$ cat config.mk
export PLATFORM = sky130hd
export DESIGN_NAME = shift_pipe
export DESIGN_NICKNAME = d
export VERILOG_FILES = /design/src/rtl/shift_pipe.sv
export SDC_FILE = /design/constraint.sdc
export NUM_CORES = 1
export LEC_CHECK = 0
export CAP_MARGIN = 20
export CELL_PAD_IN_SITES_DETAIL_PLACEMENT = 0
export CELL_PAD_IN_SITES_GLOBAL_PLACEMENT = 1
export CORE_UTILIZATION = 43
export DETAILED_ROUTE_END_ITERATION = 8
export PLACE_DENSITY = 0.93
export REMOVE_ABC_BUFFERS = 1
export SYNTH_ARGS = -nofsm -noshare
export SYNTH_HDL_FRONTEND = slang
export SYNTH_SLANG_ARGS = --single-unit
$ cat constraint.sdc
create_clock -name clk -period 4.5 [get_ports clk]
set_input_delay 1.125 -clock clk [delete_from_list [all_inputs] [get_ports clk]]
set_output_delay 1.125 -clock clk [all_outputs]
set_load 0.01 [all_outputs]
$ cat src/rtl/shift_pipe.sv
// Pipelined barrel shifter: SLL/SRL/SRA/ROL/ROR with a returned sideband tag.
// Shift steps are split into STAGES contiguous groups, each followed by a register bank.
module shift_pipe #(
  parameter int XLEN   = 32,
  parameter int STAGES = 2,
  parameter int TAGW   = 5
) (
  input  logic                     clk,
  input  logic                     rst_n,
  input  logic                     flush,
  input  logic                     in_valid,
  output logic                     in_ready,
  input  logic [2:0]               in_op,
  input  logic [XLEN-1:0]          in_a,
  input  logic [$clog2(XLEN)-1:0]  in_b,
  input  logic [TAGW-1:0]          in_tag,
  output logic                     out_valid,
  input  logic                     out_ready,
  output logic [XLEN-1:0]          out_data,
  output logic [TAGW-1:0]          out_tag
);

  localparam int SHW = $clog2(XLEN);
  // Steps per group; the last group simply ends at SHW.
  localparam int GRP = (SHW + STAGES - 1) / STAGES;

  if (!(XLEN == 32 || XLEN == 64) || STAGES < 1 || STAGES > SHW) begin : g_param_check
    $error("shift_pipe: XLEN must be 32/64 and STAGES in 1..log2(XLEN)");
  end

  typedef enum logic [2:0] {
    OP_SLL = 3'd0,
    OP_SRL = 3'd1,
    OP_SRA = 3'd2,
    OP_ROL = 3'd3,
    OP_ROR = 3'd4
  } op_e;

  typedef struct packed {
    logic            valid;
    logic [2:0]      op;
    logic [SHW-1:0]  rem;
    logic [XLEN-1:0] data;
    logic [TAGW-1:0] tag;
  } stage_t;

  // SRA sees the original sign in data[XLEN-1] at every step, since earlier
  // arithmetic steps preserve the MSB. Reserved ops pass data through.
  function automatic logic [XLEN-1:0] shift_step(logic [2:0] op, logic [XLEN-1:0] d,
                                                 int unsigned n);
    case (op)
      OP_SLL:  return d << n;
      OP_SRL:  return d >> n;
      OP_SRA:  return $signed(d) >>> n;
      OP_ROL:  return (d << n) | (d >> (XLEN - n));
      OP_ROR:  return (d >> n) | (d << (XLEN - n));
      default: return d;
    endcase
  endfunction

  function automatic stage_t apply_group(int s, stage_t st);
    stage_t r;
    r = st;
    for (int j = 0; j < SHW; j++) begin
      if (j >= s * GRP && j < (s + 1) * GRP && r.rem[j]) begin
        r.data   = shift_step(r.op, r.data, 1 << j);
        r.rem[j] = 1'b0;
      end
    end
    return r;
  endfunction

  stage_t stage_q [STAGES];
  stage_t stage_d [STAGES];
  stage_t in_pkt;
  logic   advance;

  // Whole-pipe stall: no bubble compression, every bank moves or none does.
  assign advance  = !stage_q[STAGES-1].valid || out_ready;
  assign in_ready = rst_n && !flush && advance;

  assign in_pkt = '{valid: in_valid && in_ready, op: in_op, rem: in_b, data: in_a, tag: in_tag};

  for (genvar s = 0; s < STAGES; s++) begin : g_stage
    stage_t src;
    if (s == 0) begin : g_first
      assign src = in_pkt;
    end else begin : g_next
      assign src = stage_q[s-1];
    end
    assign stage_d[s] = apply_group(s, src);
  end

  // NOTE: sequential state uses non-blocking assignments so every bank samples
  // the previous bank's value, not one already updated in this same edge.
  always_ff @(posedge clk) begin
    if (!rst_n) begin
      // NOTE: data and tag are reset too, because the output stage must read
      // zero after reset; the cost is small as these are flops, not a memory.
      for (int s = 0; s < STAGES; s++) stage_q[s] <= '0;
    end else if (flush) begin
      for (int s = 0; s < STAGES; s++) stage_q[s].valid <= 1'b0;
    end else if (advance) begin
      for (int s = 0; s < STAGES; s++) stage_q[s] <= stage_d[s];
    end
  end

  assign out_valid = stage_q[STAGES-1].valid;
  assign out_data  = stage_q[STAGES-1].data;
  assign out_tag   = stage_q[STAGES-1].tag;

endmodule

==> results of run 1 <==
## synth_stat cells, drive strengths merged (13+ instances only)
cell,number
nor2,115
a21oi,94
edfxtp,81
o21ai,67
a22oi,51
nand2,49
clkbuf,43
buf,30
a221oi,21
and2,20
mux2i,17
or3,17
a31oi,13
nor2b,13
o221ai,13
## layer usage
| layer | global-route usage [%] | up-vias |
|---|---|---|
| met5 | 0 | - |
| met4 | 12.5 | 0 |
| met1 | 34.8 | 3210 |
| li1 | - | 3262 |
| met3 | 6.39 | 83 |
| met2 | 41.0 | 460 |
## layout make-up
cell class,instances,area [µm²]
Clock buffer,9,225
Tap cell,211,264
Timing Repair Buffer,129,1230
Sequential cell,81,2430
Fill cell,1406,7050
Clock inverter,6,83.8
Inverter,5,18.8
Multi-Input combinational cell,645,4070
## through the flow
step           std cells  area [µm²]  utilization [%]
6_report            1086        8320             54.1
5_1_grt             1086        8320             54.1
4_1_cts             1085        8310             54.1
3_5_place_dp        1070        8000             52.1
3_3_place_gp        1070        8000             52.1
2_1_floorplan        731        6510                -
## worst min-delay path by stage
stage | from | endpoint | slack, ns | depth (start not counted)
2_1_floorplan | stage_q[0][0] | stage_q[0][46] | 0.50 | 1
3_3_place_gp | stage_q[0][0] | stage_q[0][46] | 0.50 | 1
3_5_place_dp | stage_q[0][3] | stage_q[0][49] | 0.51 | 1
4_1_cts | stage_q[0][3] | stage_q[0][49] | 0.52 | 1
5_1_grt | stage_q[0][4] | stage_q[0][50] | 0.53 | 1
6_report | stage_q[0][4] | stage_q[0][50] | 0.52 | 1
## power by group through the flow
stage	Sequential, µW	Combinational (µW)	Clock, µW
floorplan	959	429	0
global placement	948	755	0
detailed placement	950	758	0
CTS	934	760	774
global route	940	840	810
finish	934	784	759
## cells by family after synthesis
family | synth area share, %
compound gates | 35.1
simple gates | 18.9
flops | 35.5
buf+inv | 5.19
mux | 4.31
xor+xnor | 0.932
## critical path, stage by stage
cell,delay (ns)
clkdlybuf4s50_1,0.51
nor2b_1,0.19
nand2b_1,0.09
inv_1,0.22
clkdlybuf4s50_1,0.59
==> flow_metrics.tcl, run 1 <==
set metrics [dict create \
    outcome "completed" \
    mostFrequentLayoutCells "nor2_1, a21oi_1, clkdlybuf4s50_1" \
    fin_ws_ns 0.645 \
    drt-initial-drc-count 1024 \
    swShare_pct 31.5 \
    synth_cell_type_count 73 \
    cts_root_buf "clkbuf_16" \
    via_count 7015 \
    comb_power_share_pct 31.6 \
    place_ws_ns 0.441 \
    power.density_nw_per_um2 298 \
    fin_hold_ws_ns 0.521 \
    synth_flop_cell "edfxtp_1" \
    fp.dieArea_um2 16400 \
    wl_met2_mm 9.71 \
    period_share_pct 85.7 \
    grt_pass1_wl_mm 34.1 \
    cts_setup_buffers 0 \
    die_width_um 128 \
    clk_latency_ns 0.34 \
    worst_r2r_startpoint "stage_q[0][42]" \
    cts_resized 0 \
    firstDrtPassIters 7 \
    tns_ns 0 \
    insertedDiodeCount 0 \
    final_layout_size_suffix_gt1_share_pct 12.6 \
    crit_path_start_kind "input port" \
    vias_per_cell 6.46 \
    reg.largest.list "stage_q: 81 flops" \
    path_clk_slew_ns 0.06 \
    async_flop_share_pct 0 \
    clock.fmax_mhz 259 \
    final_common_cell "nor2_1" \
    syn_to_final_growth_pct 21.5 \
    maxSlewViolCount 0 \
    worstPathArrival_ns 2.73 \
    cts_buffer_depth 2 \
    finalCriticalPeriod_ns 3.85 \
    cts_tree "built" \
    crit_start "rst_n" \
    grt_antenna_before_repair 0 \
    rsz0062_at_grt "false" \
    ioPinCount 89 \
    wl_per_cell_um 20.0 \
    hold_class "flop to flop" \
    grt_max_degree 57 \
    synth_top_area_share_pct 35.5 \
    start_util_pct 44.5 \
    met1_length_mm 8.94 \
    numPortBuffers 88 \
    nets 921 \
    synth_edf_count 81 \
    die_y_um 128 \
    p_clk_share_pct 30.6 \
    gp_congestion 0.932 \
    synth.avg_cell_area_um2 8.52 \
    wl_met3_mm 2.22 \
    ys_ff_latch 81 \
    synthesis.area_um2 6850 \
    largest_reg_flops 81 \
    end_kind "primary output" \
    antenna_left 0 \
    vdd_drop_max_mv 0.140 \
    regMostFlops "stage_q" \
    synth_cells 804 \
    setup_violations 0 \
    synth_warnings 0 \
    worst_pin_slew_ns 0.817 \
    cellLeakagePower_uw 0.00290 \
    grtUsageTotal_pct 26.5 \
    finalHoldViolations 0 \
    routed_wl_mm 21.7 \
    grt_pass1_vias 6263 \
    r2r_cells 6 \
    rrSetupSlack_ns 2.31 \
    coreArea_um2 15400 \
    cts_buffers 9 \
    post-dp-hpwl_mm 15.7 \
    reg2reg_to "stage_q[0][56]" \
    cts.sinks 81 \
    crit_type "input port to primary output" \
    hold_buffers 0 \
    switchingPower_uw 781 \
    synth_top_area_cell "edfxtp_1" \
    slew_headroom_pct 45.5 \
    gr-total-overflow 0 \
    detail_route.drc_violations 0 \
    synthTopCellsByArea "edfxtp_1, a21oi_1, nor2_1" \
    critPathCapture "in_ready" \
    fin_worst_skew_ns 0.0102 \
    htree_levels 3 \
    p_int_uw 1700 \
    cp_max_fo 2 \
    cp.required_ns 3.38 \
    total_power_uw 2480 \
    drv_cap 0 \
    rows 45 \
    routed.top_layer "met4" \
    yosysSeqAreaShare_pct 35.5 \
    seqPwrFrac_pct 37.7 \
]
Note: power is estimated with default switching activity, not from simulation.
==> run 2: changes to the inputs <==
Settings changed: MAX_ROUTING_LAYER from default to met4.
==> flow_metrics.tcl, run 2 (synthesized netlist as in run 1, its figures left out) <==
set metrics [dict create \
    outcome "completed" \
    reg.largest.list "stage_q: 81 flops" \
    die_y_um 128 \
    grt_pass1_vias 6213 \
    cts_setup_buffers 0 \
    fill_cells 1411 \
    routed_wl_mm 21.5 \
    rrSetupSlack_ns 2.21 \
    coreArea_um2 15400 \
    total_power_uw 2480 \
    nets 924 \
    finalHoldViolations 0 \
    cts_buffers 9 \
    ioPinCount 89 \
    cp.required_ns 3.38 \
    maxSlewViolCount 0 \
    cts.sinks 81 \
    path_clk_slew_ns 0.06 \
    mostFrequentLayoutCells "nor2_1, a21oi_1, clkdlybuf4s50_1" \
    drv_cap 0 \
    hp-start "stage_q[0][0]" \
    p_int_uw 1700 \
    hold_buffers 0 \
    insertedDiodeCount 0 \
    seqPwrFrac_pct 37.6 \
    htree_levels 3 \
    largest_reg_flops 81 \
    switchingPower_uw 777 \
    rows 45 \
    crit_path_start_kind "input port" \
    fp.dieArea_um2 16400 \
    placed_cells 1073 \
    r2r_cells 6 \
    finalCriticalPeriod_ns 3.85 \
    comb_power_share_pct 31.7 \
    worst_hold_path.endpoint "stage_q[0][46]" \
    start_util_pct 44.5 \
    end_kind "primary output" \
    whs_path_depth 1 \
    cts_root_buf "clkbuf_16" \
    wl_per_cell_um 19.8 \
    power.density_nw_per_um2 297 \
    clock.fmax_mhz 260 \
    cts_buffer_depth 2 \
    gp_congestion 0.939 \
    antenna_left 0 \
    vdd_drop_max_mv 0.241 \
    final_cell_area_um2 8370 \
    numPortBuffers 88 \
    reg2reg_to "stage_q[0][56]" \
    die_width_um 128 \
    period_share_pct 85.6 \
    setup_violations 0 \
    gr-total-overflow 0 \
    fin_worst_skew_ns 0.00803 \
    vias_per_cell 6.38 \
    worstPathArrival_ns 2.73 \
    final_common_cell "nor2_1" \
    syn_to_final_growth_pct 22.2 \
    final_layout_size_suffix_gt1_share_pct 12.7 \
    p_clk_share_pct 30.6 \
    clk_latency_ns 0.33 \
    fin_util_pct 54.4 \
    detail_route.drc_violations 0 \
    cellLeakagePower_uw 0.00293 \
    cp_max_fo 2 \
    crit_type "input port to primary output" \
    drt-initial-drc-count 1041 \
    via_count 6953 \
    swShare_pct 31.3 \
    post-dp-hpwl_mm 15.6 \
    worst_r2r_startpoint "stage_q[0][42]" \
    cts_resized 0 \
    grt_max_degree 57 \
    worst_pin_slew_ns 0.817 \
    cts_tree "built" \
    hold_class "flop to flop" \
    slew_headroom_pct 45.6 \
    regMostFlops "stage_q" \
    grt_pass1_wl_mm 34.0 \
    grt_antenna_before_repair 0 \
    final_cells 1090 \
    grtUsageTotal_pct 27.2 \
    postPlaceCellArea_um2 8050 \
    rsz0062_at_grt "false" \
    tns_ns 0 \
    firstDrtPassIters 7 \
]
## run 2: worst max path at each step
| stage | start | endpoint | slack [ns] | cells past startpoint |
|---|---|---|---|---|
| floorplan | out_ready | stage_q[0][0] | 0.10 | 3 |
| global placement | in_op[1] | stage_q[0][12] | 0.50 | 8 |
| detailed placement | in_op[1] | stage_q[0][12] | 0.42 | 8 |
| CTS | rst_n | in_ready | 0.65 | 5 |
| global route | in_op[1] | stage_q[0][12] | 0.56 | 8 |
| finish | rst_n | in_ready | 0.65 | 5 |
## run 2: power by group through the flow
| stage | clock network (µW) | registers (µW) | logic (µW) |
|---|---|---|---|
| 6_report | 760 | 934 | 788 |
| 3_5_place_dp | 0 | 950 | 763 |
| 3_3_place_gp | 0 | 948 | 761 |
| 4_1_cts | 768 | 934 | 767 |
| 5_1_grt | 801 | 940 | 845 |
| 2_1_floorplan | 0 | 959 | 429 |
## run 2: per-layer routing
metal  track usage (%)  vias to the layer above  share of wire (%)
met1              34.8                     3198                 42
li1                  -                     3273                  -
met2              42.2                      427                 46
met4              10.9                        0                3.0
met3              5.34                       55                9.0
met5                 -                        -                  0
## run 2: layout make-up
class,count,area (µm²),area share [%]
Tap cell,211,264,3.15
Multi-Input combinational cell,645,4070,48.6
Sequential cell,81,2430,29.1
Clock buffer,10,229,2.74
Inverter,5,18.8,0.224
Clock inverter,6,81.3,0.972
Timing Repair Buffer,132,1270,15.2
## run 2: worst max-delay path: stages
cell	delay, ns
clkdlybuf4s50_1	0.52
nor2b_1	0.19
nand2b_1	0.09
inv_1	0.21
clkdlybuf4s50_1	0.59
## run 2: per-stage QoR
| stage | setup slack, ns | hold WS (ns) |
|---|---|---|
| after floorplan | 0.103 | 0.497 |
| after global placement | 0.501 | 0.499 |
| after detailed placement | 0.420 | 0.508 |
| after CTS | 0.652 | 0.520 |
| after global routing | 0.562 | 0.548 |
| final | 0.649 | 0.518 |
